### config.mk
export PLATFORM = sky130hd
export DESIGN_NAME = ex_fw_ctrl
export DESIGN_NICKNAME = d
export VERILOG_FILES = /design/src/rtl/ex_fw_ctrl.sv
export SDC_FILE = /design/constraint.sdc
export NUM_CORES = 1
export LEC_CHECK = 0
export CAP_MARGIN = 20
export CORE_ASPECT_RATIO = 0.75
export CORE_MARGIN = 2
export CORE_UTILIZATION = 46
export CTS_BUF_LIST = sky130_fd_sc_hd__clkbuf_4 sky130_fd_sc_hd__clkbuf_8 sky130_fd_sc_hd__clkbuf_16
export CTS_CLUSTER_DIAMETER = 150
export DETAILED_ROUTE_END_ITERATION = 10
export PLACE_DENSITY = 0.76
export SLEW_MARGIN = 20
export SYNTH_ARGS = -nofsm -noshare
export SYNTH_HDL_FRONTEND = slang
export SYNTH_SLANG_ARGS = --single-unit
### constraint.sdc
create_clock -name clk_i -period 2.55 [get_ports clk_i]
set_clock_uncertainty 0.1 [all_clocks]
set_input_delay 0.51 -clock clk_i [delete_from_list [all_inputs] [get_ports clk_i]]
set_output_delay 0.51 -clock clk_i [all_outputs]
set_load 0.01 [all_outputs]
### src/rtl/ex_fw_ctrl.sv
// EX-stage forwarding / hazard controller.
// Shadows the rd tags of the instructions in EX and MEM and decides, for the
// instruction sitting in ID, which bypass stage feeds the single EX bypass bus
// and which operands take it. Raises stall_o on load-use hazards, on rs1/rs2
// stage conflicts and while a multi-cycle op occupies EX.
// Producers already in WB while the consumer is in ID are not tracked: they
// have left the pipeline before the consumer reaches EX, so the register file
// (which writes before it reads) supplies the value.
module ex_fw_ctrl #(
    parameter int unsigned RA_W       = 5,
    parameter int unsigned CNT_W      = 32,
    parameter int unsigned MC_TIMEOUT = 64
) (
    input  logic             clk_i,
    input  logic             rst_ni,
    input  logic             id_valid_i,
    input  logic [RA_W-1:0]  id_rs1_i,
    input  logic [RA_W-1:0]  id_rs2_i,
    input  logic             id_use_rs1_i,
    input  logic             id_use_rs2_i,
    input  logic [RA_W-1:0]  id_rd_i,
    input  logic             id_we_i,
    input  logic             id_load_i,
    input  logic             id_mc_i,
    input  logic             mc_done_i,
    input  logic             flush_i,
    output logic             stall_o,
    output logic [1:0]       fw_stage_o,
    output logic [1:0]       fw_regs_o,
    output logic             mc_busy_o,
    output logic [CNT_W-1:0] stall_cnt_o,
    output logic             err_o
);

    // Bypass stage encodings (as seen by the instruction once it is in EX).
    localparam logic [1:0] FwNone = 2'b00;
    localparam logic [1:0] FwMem  = 2'b01;
    localparam logic [1:0] FwWb   = 2'b10;

    // Timeout counter only needs to reach MC_TIMEOUT-1.
    localparam int unsigned TO_W = (MC_TIMEOUT > 1) ? $clog2(MC_TIMEOUT) : 1;
    localparam logic [TO_W-1:0] TO_MAX = (MC_TIMEOUT == 0) ? '0 : TO_W'(MC_TIMEOUT - 1);

    typedef struct packed {
        logic            valid;
        logic [RA_W-1:0] rd;
        logic            we;
        logic            load;
    } tag_t;

    typedef enum logic [0:0] {
        StIdle,
        StMcBusy
    } state_e;

    state_e           state_q, state_d;
    tag_t             ex_q, ex_d;
    tag_t             mem_q, mem_d;
    logic [1:0]       fw_stage_q, fw_stage_d;
    logic [1:0]       fw_regs_q, fw_regs_d;
    logic [CNT_W-1:0] stall_cnt_q, stall_cnt_d;
    logic [TO_W-1:0]  to_cnt_q, to_cnt_d;
    logic             err_q, err_d;

    logic [2:0] sel_rs1, sel_rs2;
    logic       lu_rs1, lu_rs2;
    logic [1:0] stg_rs1, stg_rs2;
    logic       hz_lu, hz_cf;
    logic [1:0] dec_stage, dec_regs;
    logic       id_go;
    logic       hold;

    // Producer tag hit: writes a nonzero register equal to r.
    function automatic logic tag_match(input tag_t t, input logic [RA_W-1:0] r);
        return t.valid & t.we & (t.rd == r) & (r != '0);
    endfunction

    // Per-source decision, returned as {load_use, stage}. Youngest producer wins.
    function automatic logic [2:0] src_sel(input logic            used,
                                           input logic [RA_W-1:0] r,
                                           input tag_t            ex_t,
                                           input tag_t            mem_t);
        logic [2:0] res;
        res = {1'b0, FwNone};
        if (used) begin
            if (tag_match(ex_t, r)) begin
                res = ex_t.load ? {1'b1, FwNone} : {1'b0, FwMem};
            end else if (tag_match(mem_t, r)) begin
                res = {1'b0, FwWb};
            end
        end
        return res;
    endfunction

    assign sel_rs1 = src_sel(id_use_rs1_i, id_rs1_i, ex_q, mem_q);
    assign sel_rs2 = src_sel(id_use_rs2_i, id_rs2_i, ex_q, mem_q);
    assign lu_rs1  = sel_rs1[2];
    assign lu_rs2  = sel_rs2[2];
    assign stg_rs1 = sel_rs1[1:0];
    assign stg_rs2 = sel_rs2[1:0];

    // Hazard classification and the bypass decision for the ID instruction.
    always_comb begin
        hz_lu     = lu_rs1 | lu_rs2;
        // One bypass bus: two forwarded sources must come from the same stage.
        hz_cf     = (stg_rs1 != FwNone) & (stg_rs2 != FwNone) & (stg_rs1 != stg_rs2);
        dec_stage = (stg_rs1 != FwNone) ? stg_rs1 : stg_rs2;
        dec_regs  = {stg_rs2 != FwNone, stg_rs1 != FwNone};
    end

    assign id_go = id_valid_i & ~flush_i;
    // EX is frozen while the multi-cycle unit works; the done cycle advances normally.
    assign hold  = (state_q == StMcBusy) & ~mc_done_i;

    // FSM next state and the combinational stall.
    always_comb begin
        state_d = state_q;
        stall_o = 1'b0;
        unique case (state_q)
            StIdle: begin
                stall_o = id_go & (hz_lu | hz_cf);
                if (id_go & ~(hz_lu | hz_cf) & id_mc_i) begin
                    state_d = StMcBusy;
                end
            end
            StMcBusy: begin
                // flush_i only kills ID here; EX is still occupied.
                stall_o = 1'b1;
                if (mc_done_i) begin
                    state_d = StIdle;
                end
            end
            default: state_d = StIdle;
        endcase
    end

    // Tag pipeline and registered bypass selects.
    always_comb begin
        ex_d       = ex_q;
        mem_d      = mem_q;
        fw_stage_d = fw_stage_q;
        fw_regs_d  = fw_regs_q;
        if (hold) begin
            mem_d = '0;
        end else begin
            mem_d = ex_q;
            if (id_go & ~stall_o) begin
                ex_d       = '{valid: 1'b1, rd: id_rd_i, we: id_we_i, load: id_load_i};
                fw_stage_d = dec_stage;
                fw_regs_d  = dec_regs;
            end else begin
                ex_d       = '0;
                fw_stage_d = FwNone;
                fw_regs_d  = 2'b00;
            end
        end
    end

    // Saturating stall counter.
    always_comb begin
        stall_cnt_d = stall_cnt_q;
        if (stall_o && (stall_cnt_q != '1)) begin
            stall_cnt_d = stall_cnt_q + CNT_W'(1);
        end
    end

    // Multi-cycle timeout watchdog; the error is sticky, the FSM keeps waiting.
    always_comb begin
        to_cnt_d = to_cnt_q;
        err_d    = err_q;
        if (state_q != StMcBusy) begin
            to_cnt_d = '0;
        end else if (!mc_done_i && (MC_TIMEOUT != 0)) begin
            if (to_cnt_q == TO_MAX) begin
                err_d = 1'b1;
            end else begin
                to_cnt_d = to_cnt_q + TO_W'(1);
            end
        end
    end

    // State registers.
    always_ff @(posedge clk_i or negedge rst_ni) begin
        if (!rst_ni) begin
            state_q     <= StIdle;
            ex_q        <= '0;
            mem_q       <= '0;
            fw_stage_q  <= FwNone;
            fw_regs_q   <= 2'b00;
            stall_cnt_q <= '0;
            to_cnt_q    <= '0;
            err_q       <= 1'b0;
        end else begin
            state_q     <= state_d;
            ex_q        <= ex_d;
            mem_q       <= mem_d;
            fw_stage_q  <= fw_stage_d;
            fw_regs_q   <= fw_regs_d;
            stall_cnt_q <= stall_cnt_d;
            to_cnt_q    <= to_cnt_d;
            err_q       <= err_d;
        end
    end

    assign fw_stage_o  = fw_stage_q;
    assign fw_regs_o   = fw_regs_q;
    assign mc_busy_o   = (state_q == StMcBusy);
    assign stall_cnt_o = stall_cnt_q;
    assign err_o       = err_q;

endmodule

==> results of run 1 <==
## cell families after synthesis
kind of cell	synth area share (%)
simple gates	17.5
flops	47.1
fa+ha+maj	0.798
compound gates	15.4
mux	1.04
xor+xnor	15.4
buf+inv	2.79
## flip-flops by register name (all words and copies together), names as in the netlist
name,cells
err_o,1
ex_q,8
fw_stage_o,2
stall_cnt_o,32
fw_regs_o,2
mem_q,7
mc_busy_o,1
to_cnt_q,6
## repair_timing
action                     CTS  global route
buffers inserted            15             8
cloned                       1             0
gates resized for setup     59            26
pin swaps                   34            33
setup endpoints to repair   46            46
hold endpoints to repair     0             0
## per-layer routing
layer	routed length, µm	part of all wire [%]
met5	0	0
met4	170	1.7
met3	717	7.4
met2	4710	48
met1	4150	43
## cells in the final DEF (no fill, tap or decap), types with 3 or more instances in the layout
cell type,instances
a211o_1,13
a211oi_2,3
a22o_1,11
and3_1,12
and4_1,3
buf_2,3
buf_4,54
buf_6,9
clkbuf_8,11
clkdlybuf4s15_1,3
clkdlybuf4s50_1,50
dfrtp_1,55
dfrtp_2,4
dlygate4sd2_1,5
inv_1,4
nand2_1,7
nand3_1,15
nand4_1,14
nor2_1,14
nor2b_1,8
nor4_4,3
o2111ai_2,6
o211ai_1,6
or4_4,3
xnor2_1,31
xnor2_2,4
xor2_1,15
xor2_2,5
## through the flow
step	area, µm²	worst slack [ps]
2_1_floorplan	3160	-155
3_3_place_gp	4160	-1010
3_5_place_dp	4160	-1030
4_1_cts	4630	-369
5_1_grt	4810	-487
6_report	4810	-396
## cell type report
cell class	count	area (µm²)	share of cell area (%)
sequential	59	1480	30.8
timing repair buffer	129	1170	24.3
clock buffer	11	151	3.15
inverter	4	15.0	0.312
clock inverter	4	50.0	1.04
multi-input combinational	208	1840	38.2
tap	84	105	2.19
## power breakdown
| group | leakage (nW) | total [mW] | switching, mW | internal (mW) |
|---|---|---|---|---|
| clock network | 0.0974 | 0.864 | 0.367 | 0.497 |
| registers | 0.722 | 1.09 | 0.0922 | 1.00 |
| logic | 1.20 | 0.465 | 0.210 | 0.255 |
| total | 2.02 | 2.42 | 0.669 | 1.75 |
## worst paths after layout
kind	from	end	slack, ps	cells past startpoint
max	ex_q[6]$_DFFE_PN0N_	stall_o	-400	7
min	rst_ni	to_cnt_q[3]$_DFFE_PN0P_	40	1
max reg2reg	ex_q[6]$_DFFE_PN0N_	stall_cnt_o[19]$_DFFE_PN0P_	-240	10
min reg2reg	err_o$_DFFE_PN0P_	err_o$_DFFE_PN0P_	390	1
max in group asynchronous	rst_ni	stall_cnt_o[20]$_DFFE_PN0P_	1600	2
min in group clk_i	err_o$_DFFE_PN0P_	err_o$_DFFE_PN0P_	390	1
==> impl_metrics.tcl, run 1 <==
set metrics [dict create \
    syn_inst 286 \
    cp_top_family "simple AND/OR/NAND/NOR gates" \
    initialDrtViolationCount 225 \
    cts_tree "done" \
    yosysMostFrequentCell "dfrtp_1" \
    antenna_found_initial 0 \
    synth_top_area_share_pct 47.1 \
    rsz0062_at_grt "true" \
    holdBufCountCts 0 \
    ys_seq_area_share_pct 47.1 \
    finalCritPeriodShare_pct 116 \
    synth_area_leader_cell "dfrtp_1" \
    crit_arrival_ps 2340 \
    power.total_mw 2.42 \
    wl_per_cell_um 19.5 \
    area_growth_pct 53.3 \
    firstDrtPassIters 5 \
    critical_path_required_ps 1940 \
    die_x_um 99.4 \
    nFillCells 453 \
    avgSynthCellArea_um2 11.0 \
    synthArstFlopShare_pct 100 \
    ys_top_cells_by_count "dfrtp_1, xnor2_1, xor2_1" \
    synth-seq-cells 59 \
    violations "negative setup slack" \
    crit_path_end_kind "output pin" \
    hold_ws_ps 40.5 \
    synth_fp_nets 313 \
    setup_viol 44 \
    vias 2926 \
    clock-sinks 59 \
    synthesis.area_mm2 0.00314 \
    crit_fanout 4 \
    grt_pass1_vias 2777 \
    synth_area_leaders "dfrtp_1, xnor2_1, xor2_1, a211o_1, a22o_1" \
    h-tree-depth 3 \
    power_density_mw_per_mm2 504 \
    crit_chain "xnor2_1 > nand4_1 > or4_4 > nor4_4 > o31ai_4 > nand2_1 > buf_2" \
    yosysUniqueCellTypes 48 \
    drc_errors 0 \
    peakVddDrop_mv 0.538 \
    top_usage_layer "met2" \
    core_mm2 0.00670 \
    hold_path.class "input pin to async pin" \
    layout_setup_ws_ps -396 \
    start_util_pct 46.8 \
    die_h_um 75.5 \
    power_leakage_nw 2.02 \
    grtUsageMet2_pct 38.3 \
    dp_cells 463 \
    grt_pass1_wl_mm 14.1 \
    gp_congestion 0.947 \
    drv_cap 0 \
    layout.nets 438 \
    period_needed_ps 2950 \
    ys.flop_type "dfrtp_1" \
    root_buffer "clkbuf_8" \
    drive_gt1_share_pct 32.3 \
    tightest_slew_ps 526 \
    utilization_pct 71.8 \
    worstSetupPathType "flip-flop to output pin" \
    start_kind "flip-flop" \
    critPathMaxStageDelay_ps 500 \
    vias_per_cell 5.86 \
    clock_latency_ps 340 \
    port_buffers 63 \
    num_rows 26 \
    finalHoldViolCount 0 \
    grt_max_degree 25 \
    status "finished, violations left" \
    max_freq_mhz 339 \
    die-area_mm2 0.00750 \
    path_clk_slew_ps 70 \
    ctsLongestPathBuffers 2 \
    grtUsageMet3_pct 7.06 \
    synth_edf_count 0 \
    postRouteAntennaNets 0 \
    place_hpwl_mm 5.95 \
    boundaryPins 64 \
    antennaDiodeCount 0 \
    grtUsageTotal_pct 24.5 \
    ys.warnings.count 0 \
    fin_setup_tns_ps -5100 \
    cts_buffers 9 \
    cpMaxStageDelayCell "or4_4" \
    critPathBufInv 1 \
    fin_cells 499 \
    wl_mm 9.75 \
    overflow 0 \
    slew_headroom_pct 64.9 \
    use_met1_pct 33.4 \
    maxSlewViolCount 0 \
]
No activity file was read; power rests on OpenSTA's default activity.
==> inputs of run 2 (changes only) <==
CTS_CLUSTER_DIAMETER = 120   (was 150)
SETUP_SLACK_MARGIN = 0.2   (was not set)
==> run 2 against run 1 <==
Against the previous run:
- the flow still finishes with violations (negative setup slack)
- setup slack better by 64 ps
- clock power down 13%
- combinational power down 0.9%
- sequential share of layout area up 0.56 points
- flip-flop and latch count unchanged
- critical path depth up 1
- critical path type is now input pin to output pin
- largest power group unchanged
==> impl_metrics.tcl, run 2 (synthesis gave the netlist of run 1 again) <==
set metrics [dict create \
    dpl_worst_slack_ps -1010 \
    core_mm2 0.00670 \
    regArea_mm2 0.00148 \
    num_rows 26 \
    start_kind "input pin" \
    place_hpwl_mm 5.83 \
    initialDrtViolationCount 247 \
    tightest_slew_ps 403 \
    gp_congestion 1.00 \
    port_buffers 63 \
    wl_mm 9.24 \
    die_x_um 99.4 \
    grt_pass1_wl_mm 14.5 \
    drive_gt1_share_pct 29.0 \
    root_buffer "clkbuf_8" \
    power_density_mw_per_mm2 488 \
    critical_path_required_ps 1940 \
    power_leakage_nw 1.99 \
    reg2reg_to "stall_cnt_o[24]$_DFFE_PN0P_" \
    crit_end "stall_o" \
    final_cell_mix "dfrtp_1, clkdlybuf4s50_1, buf_4" \
    status "finished, violations left" \
    finalHoldViolCount 0 \
    layout_setup_ws_ps -333 \
    comb_power_share_pct 20.0 \
    cts_tree "done" \
    overflow 0 \
    boundaryPins 64 \
    violations "negative setup slack" \
    grtUsageTotal_pct 25.4 \
    holdBufCountCts 0 \
    peakVddDrop_mv 0.236 \
    p_int_mw 1.64 \
    finalInstanceArea_mm2 0.00472 \
    crit_path_end_kind "output pin" \
    grt_max_degree 60 \
    rsz0062_at_grt "true" \
    drc_errors 0 \
    ctsLongestPathBuffers 2 \
    mostFrequentLayoutCell "dfrtp_1" \
    r2r_start "ex_q[4]$_DFFE_PN0N_" \
    crit_arrival_ps 2270 \
    slew_headroom_pct 72.9 \
    finalCritPeriodShare_pct 113 \
    antenna_found_initial 0 \
    multi_input_area_mm2 0.00181 \
    clock_latency_ps 340 \
    grt_pass1_vias 2858 \
    crit_fanout 2 \
    vias_per_cell 5.74 \
    largest_reg_flops 32 \
    nFillCells 482 \
    p_clk_share_pct 32.8 \
    cts_buffers 9 \
    vias 2836 \
    reg2reg_depth 9 \
    path_clk_slew_ps 70 \
    die-area_mm2 0.00750 \
    hold_path.class "input pin to async pin" \
    area_growth_pct 50.4 \
    hold_ws_ps 57.3 \
    worstSetupPathType "input pin to output pin" \
    postRouteAntennaNets 0 \
    die_h_um 75.5 \
    start_util_pct 46.8 \
    layout.nets 433 \
    h-tree-depth 3 \
    seqPwrFrac_pct 47.2 \
    firstDrtPassIters 5 \
    reg2reg_slack_ps -270 \
    switchingPower_mw 0.659 \
    place_area_mm2 0.00421 \
    wl_per_cell_um 18.7 \
    period_needed_ps 2880 \
    maxSlewViolCount 0 \
    setup_viol 46 \
    drv_cap 0 \
    switching_share_pct 28.6 \
    crit_start "id_rs2_i[4]" \
    max_freq_mhz 347 \
    clock-sinks 59 \
    antennaDiodeCount 0 \
]
run 2: changes by cell type in the layout (fill, tap and decap cells not counted), sizes merged, moves of 2 or more:
cell / delta
clkbuf: +2
buf: -5
clkinvlp: -2
clkinv: +2
run 2: how the worst min path moves through the flow:
stage                      startpoint                           to  slack (ps)  depth (start not counted)
floorplan                      rst_ni            err_o$_DFFE_PN0P_         110                          0
global placement    err_o$_DFFE_PN0P_            err_o$_DFFE_PN0P_         350                          1
global route                   rst_ni  stall_cnt_o[13]$_DFFE_PN0P_          90                          2
detailed placement  err_o$_DFFE_PN0P_            err_o$_DFFE_PN0P_         370                          1
CTS                            rst_ni   stall_cnt_o[4]$_DFFE_PN0P_          70                          2
finish                         rst_ni   stall_cnt_o[9]$_DFFE_PN0P_          60                          2
run 2: timing repair:
action	CTS	global route
pin swaps	35	15
cloned	1	1
gates resized for setup	60	11
setup buffers	8	4
setup endpoints to repair	46	46
run 2: through the flow:
stage	instances	utilization (%)	power, mW	setup TNS (ps)
floorplan	286	-	1.26	-255
global placement	465	62.9	1.49	-27690
detailed placement	465	62.9	1.51	-31750
CTS	489	68.6	2.30	-3940
global route	494	70.4	2.40	-11200
finish	494	70.4	2.30	-8450
run 2: final cells by class:
cell class	instances	share of cell area (%)
clock buffer	12	3.24
clock inverter	3	0.318
inverter	4	0.318
multi-input combinational	208	38.3
sequential	59	31.4
tap	84	2.23
timing repair buffer	124	24.2
run 2: power groups by stage:
stage,Sequential (mW),Clock (mW),Combinational (mW)
2_1_floorplan,1.10,0,0.156
3_3_place_gp,1.09,0,0.402
3_5_place_dp,1.10,0,0.417
4_1_cts,1.08,0.765,0.449
5_1_grt,1.09,0.808,0.498
6_report,1.09,0.754,0.461
run 2: critical path: stages:
cell and delay (ps):
dlygate4sd2_1 270, xor2_2 200, or4_4 540, nor3_4 210
nor4_4 100, o31ai_4 210, nand2_2 90, buf_2 150
run 2: metal layers:
| metal | routed length [µm] | GRT usage (%) | vias up |
|---|---|---|---|
| li1 | - | - | 1299 |
| met1 | 4080 | 34.6 | 1406 |
| met2 | 4330 | 39.6 | 117 |
| met3 | 661 | 7.16 | 14 |
| met4 | 171 | 8.98 | 0 |
| met5 | 0 | 0 | - |
==> inputs of run 3 (changes only) <==
CORE_MARGIN = 10   (was 2)
==> run 3 against run 2 <==
Against the previous run:
- the flow still finishes with violations (negative setup slack)
- routed wire length increased by 7.0%
- non-clock buffer count increased by 1
- clock-buffer cell count decreased by 1
- flip-flop and latch count unchanged
- combinational power increased by 2%
- global-route usage decreased by 7.9 points
- total power increased by 10%
- sequential share of layout area decreased by 0.89 points
- clock power increased by 29%
- fmax decreased by 2.7%
- setup slack got worse by 80 ps
- core utilization increased by 4.6 points
- largest power group unchanged
==> impl_metrics.tcl, run 3 (synthesis gave the netlist of run 1 again) <==
set metrics [dict create \
    status "finished, violations left" \
    violations "negative setup slack" \
    core_mm2 0.00647 \
    max_freq_mhz 338 \
    hold_path.class "input pin to async pin" \
    vias 2850 \
    largest_reg_flops 32 \
    antenna_found_initial 0 \
    layout_setup_ws_ps -413 \
    antennaDiodeCount 0 \
    start_kind "flip-flop" \
    critical_path_required_ps 1940 \
    path_clk_slew_ps 70 \
    boundaryPins 64 \
    clock_latency_ps 350 \
    power.total_mw 2.54 \
    firstDrtPassIters 4 \
    port_buffers 63 \
    grt_pass1_wl_mm 14.7 \
    grtUsageTotal_pct 17.5 \
    grt_max_degree 60 \
    dpl_worst_slack_ps -1040 \
    crit_fanout 3 \
    maxSlewViolCount 0 \
    finalCritPeriodShare_pct 116 \
    place_hpwl_mm 6.55 \
    ctsLongestPathBuffers 2 \
    root_buffer "clkbuf_8" \
    area_growth_pct 54.8 \
    reg2reg_slack_ps -390 \
    holdBufCountCts 0 \
    period_needed_ps 2960 \
    cts_buffers 9 \
    die-area_mm2 0.0106 \
    rsz0062_at_grt "true" \
    clock-sinks 59 \
    crit_arrival_ps 2350 \
    drv_cap 0 \
    wl_mm 9.89 \
    overflow 0 \
    peakVddDrop_mv 0.312 \
    num_rows 25 \
    cts_tree "done" \
    grt_pass1_vias 2831 \
    tightest_slew_ps 411 \
    h-tree-depth 3 \
    wl_per_cell_um 20.1 \
    drive_gt1_share_pct 29.4 \
    start_util_pct 48.4 \
    crit_path_end_kind "output pin" \
    slew_headroom_pct 72.4 \
    fin_setup_tns_ps -10640 \
    vias_per_cell 5.78 \
    final_cell_mix "dfrtp_1, clkdlybuf4s50_1, buf_4" \
    power_leakage_nw 2.02 \
    hold_ws_ps 47.1 \
    initialDrtViolationCount 265 \
    die_x_um 115 \
    postRouteAntennaNets 0 \
    die_h_um 91.5 \
    mostFrequentLayoutCell "dfrtp_1" \
    finalHoldViolCount 0 \
    power_density_mw_per_mm2 522 \
    r2r_start "ex_q[4]$_DFFE_PN0N_" \
    reg2reg_depth 10 \
    setup_viol 46 \
    drc_errors 0 \
    layout.nets 434 \
    gp_congestion 0.922 \
    utilization_pct 75.0 \
    worstSetupPathType "flip-flop to output pin" \
    reg2reg_to "stall_cnt_o[24]$_DFFE_PN0P_" \
]
==> run 3: changes by cell type in the layout (fill, tap and decap cells not counted), sizes merged <==
cell           delta
buf               +2
clkdlybuf4s50     +2
dlygate4sd2       -1
clkbuf            -1
bufinv            +2
clkdlybuf4s15     -2
==> run 3: where the power goes <==
group          switching, mW  leakage (nW)  internal [mW]  total, mW
clock                  0.377         0.119          0.598      0.975
combinational          0.216          1.18          0.254      0.470
sequential            0.0906         0.723           1.00       1.09
total                  0.683          2.02           1.85       2.54
==> run 3: worst max path at each step <==
| stage | from | slack (ps) | end | cells past startpoint |
|---|---|---|---|---|
| after floorplan | id_rs2_i[4] | -150 | stall_o | 7 |
| after global placement | id_rs1_i[1] | -990 | stall_o | 8 |
| after detailed placement | id_rs1_i[1] | -1040 | stall_o | 9 |
| after CTS | ex_q[5]$_DFFE_PN0N_ | -360 | stall_o | 7 |
| after global routing | ex_q[6]$_DFFE_PN0N_ | -510 | stall_o | 8 |
| final | ex_q[4]$_DFFE_PN0N_ | -410 | stall_o | 8 |
==> run 3: layout make-up <==
cell class / instances / area [µm²]
multi-input combinational: 208 / 1850
tap: 81 / 101
timing repair buffer: 125 / 1180
clock buffer: 11 / 151
inverter: 4 / 15.0
fill: 430 / 1620
clock inverter: 5 / 75.1
sequential: 59 / 1480
==> run 3: metrics by stage <==
stage | cell area [µm²] | instances
3_3_place_gp | 4230 | 463
2_1_floorplan | 3190 | 286
6_report | 4860 | 493
3_5_place_dp | 4230 | 463
5_1_grt | 4860 | 493
4_1_cts | 4670 | 488
==> run 3: critical path: stages, from the launching register on <==
cell and delay (ps):
dfrtp_2 460, xnor2_2 170, nand4_1 130, or4_4 460
buf_6 140, nor4_4 350, o31ai_4 100, nand2_2 100
buf_6 110
==> run 3: layer usage <==
| metal | vias to the layer above | share of wire, % | GRT usage, % |
|---|---|---|---|
| met5 | - | 0 | 0 |
| met4 | 0 | 1.5 | 6.95 |
| met3 | 13 | 7.7 | 4.67 |
| met2 | 105 | 46 | 26.0 |
| met1 | 1435 | 45 | 23.6 |
| li1 | 1297 | - | - |
==> run 3: repair_timing <==
item                                    4_1_cts  5_1_grt
resized for setup                            60       19
cloned                                        1        1
endpoints found under the setup margin       46       46
pin swaps                                    33       27
setup buffers                                 8        4
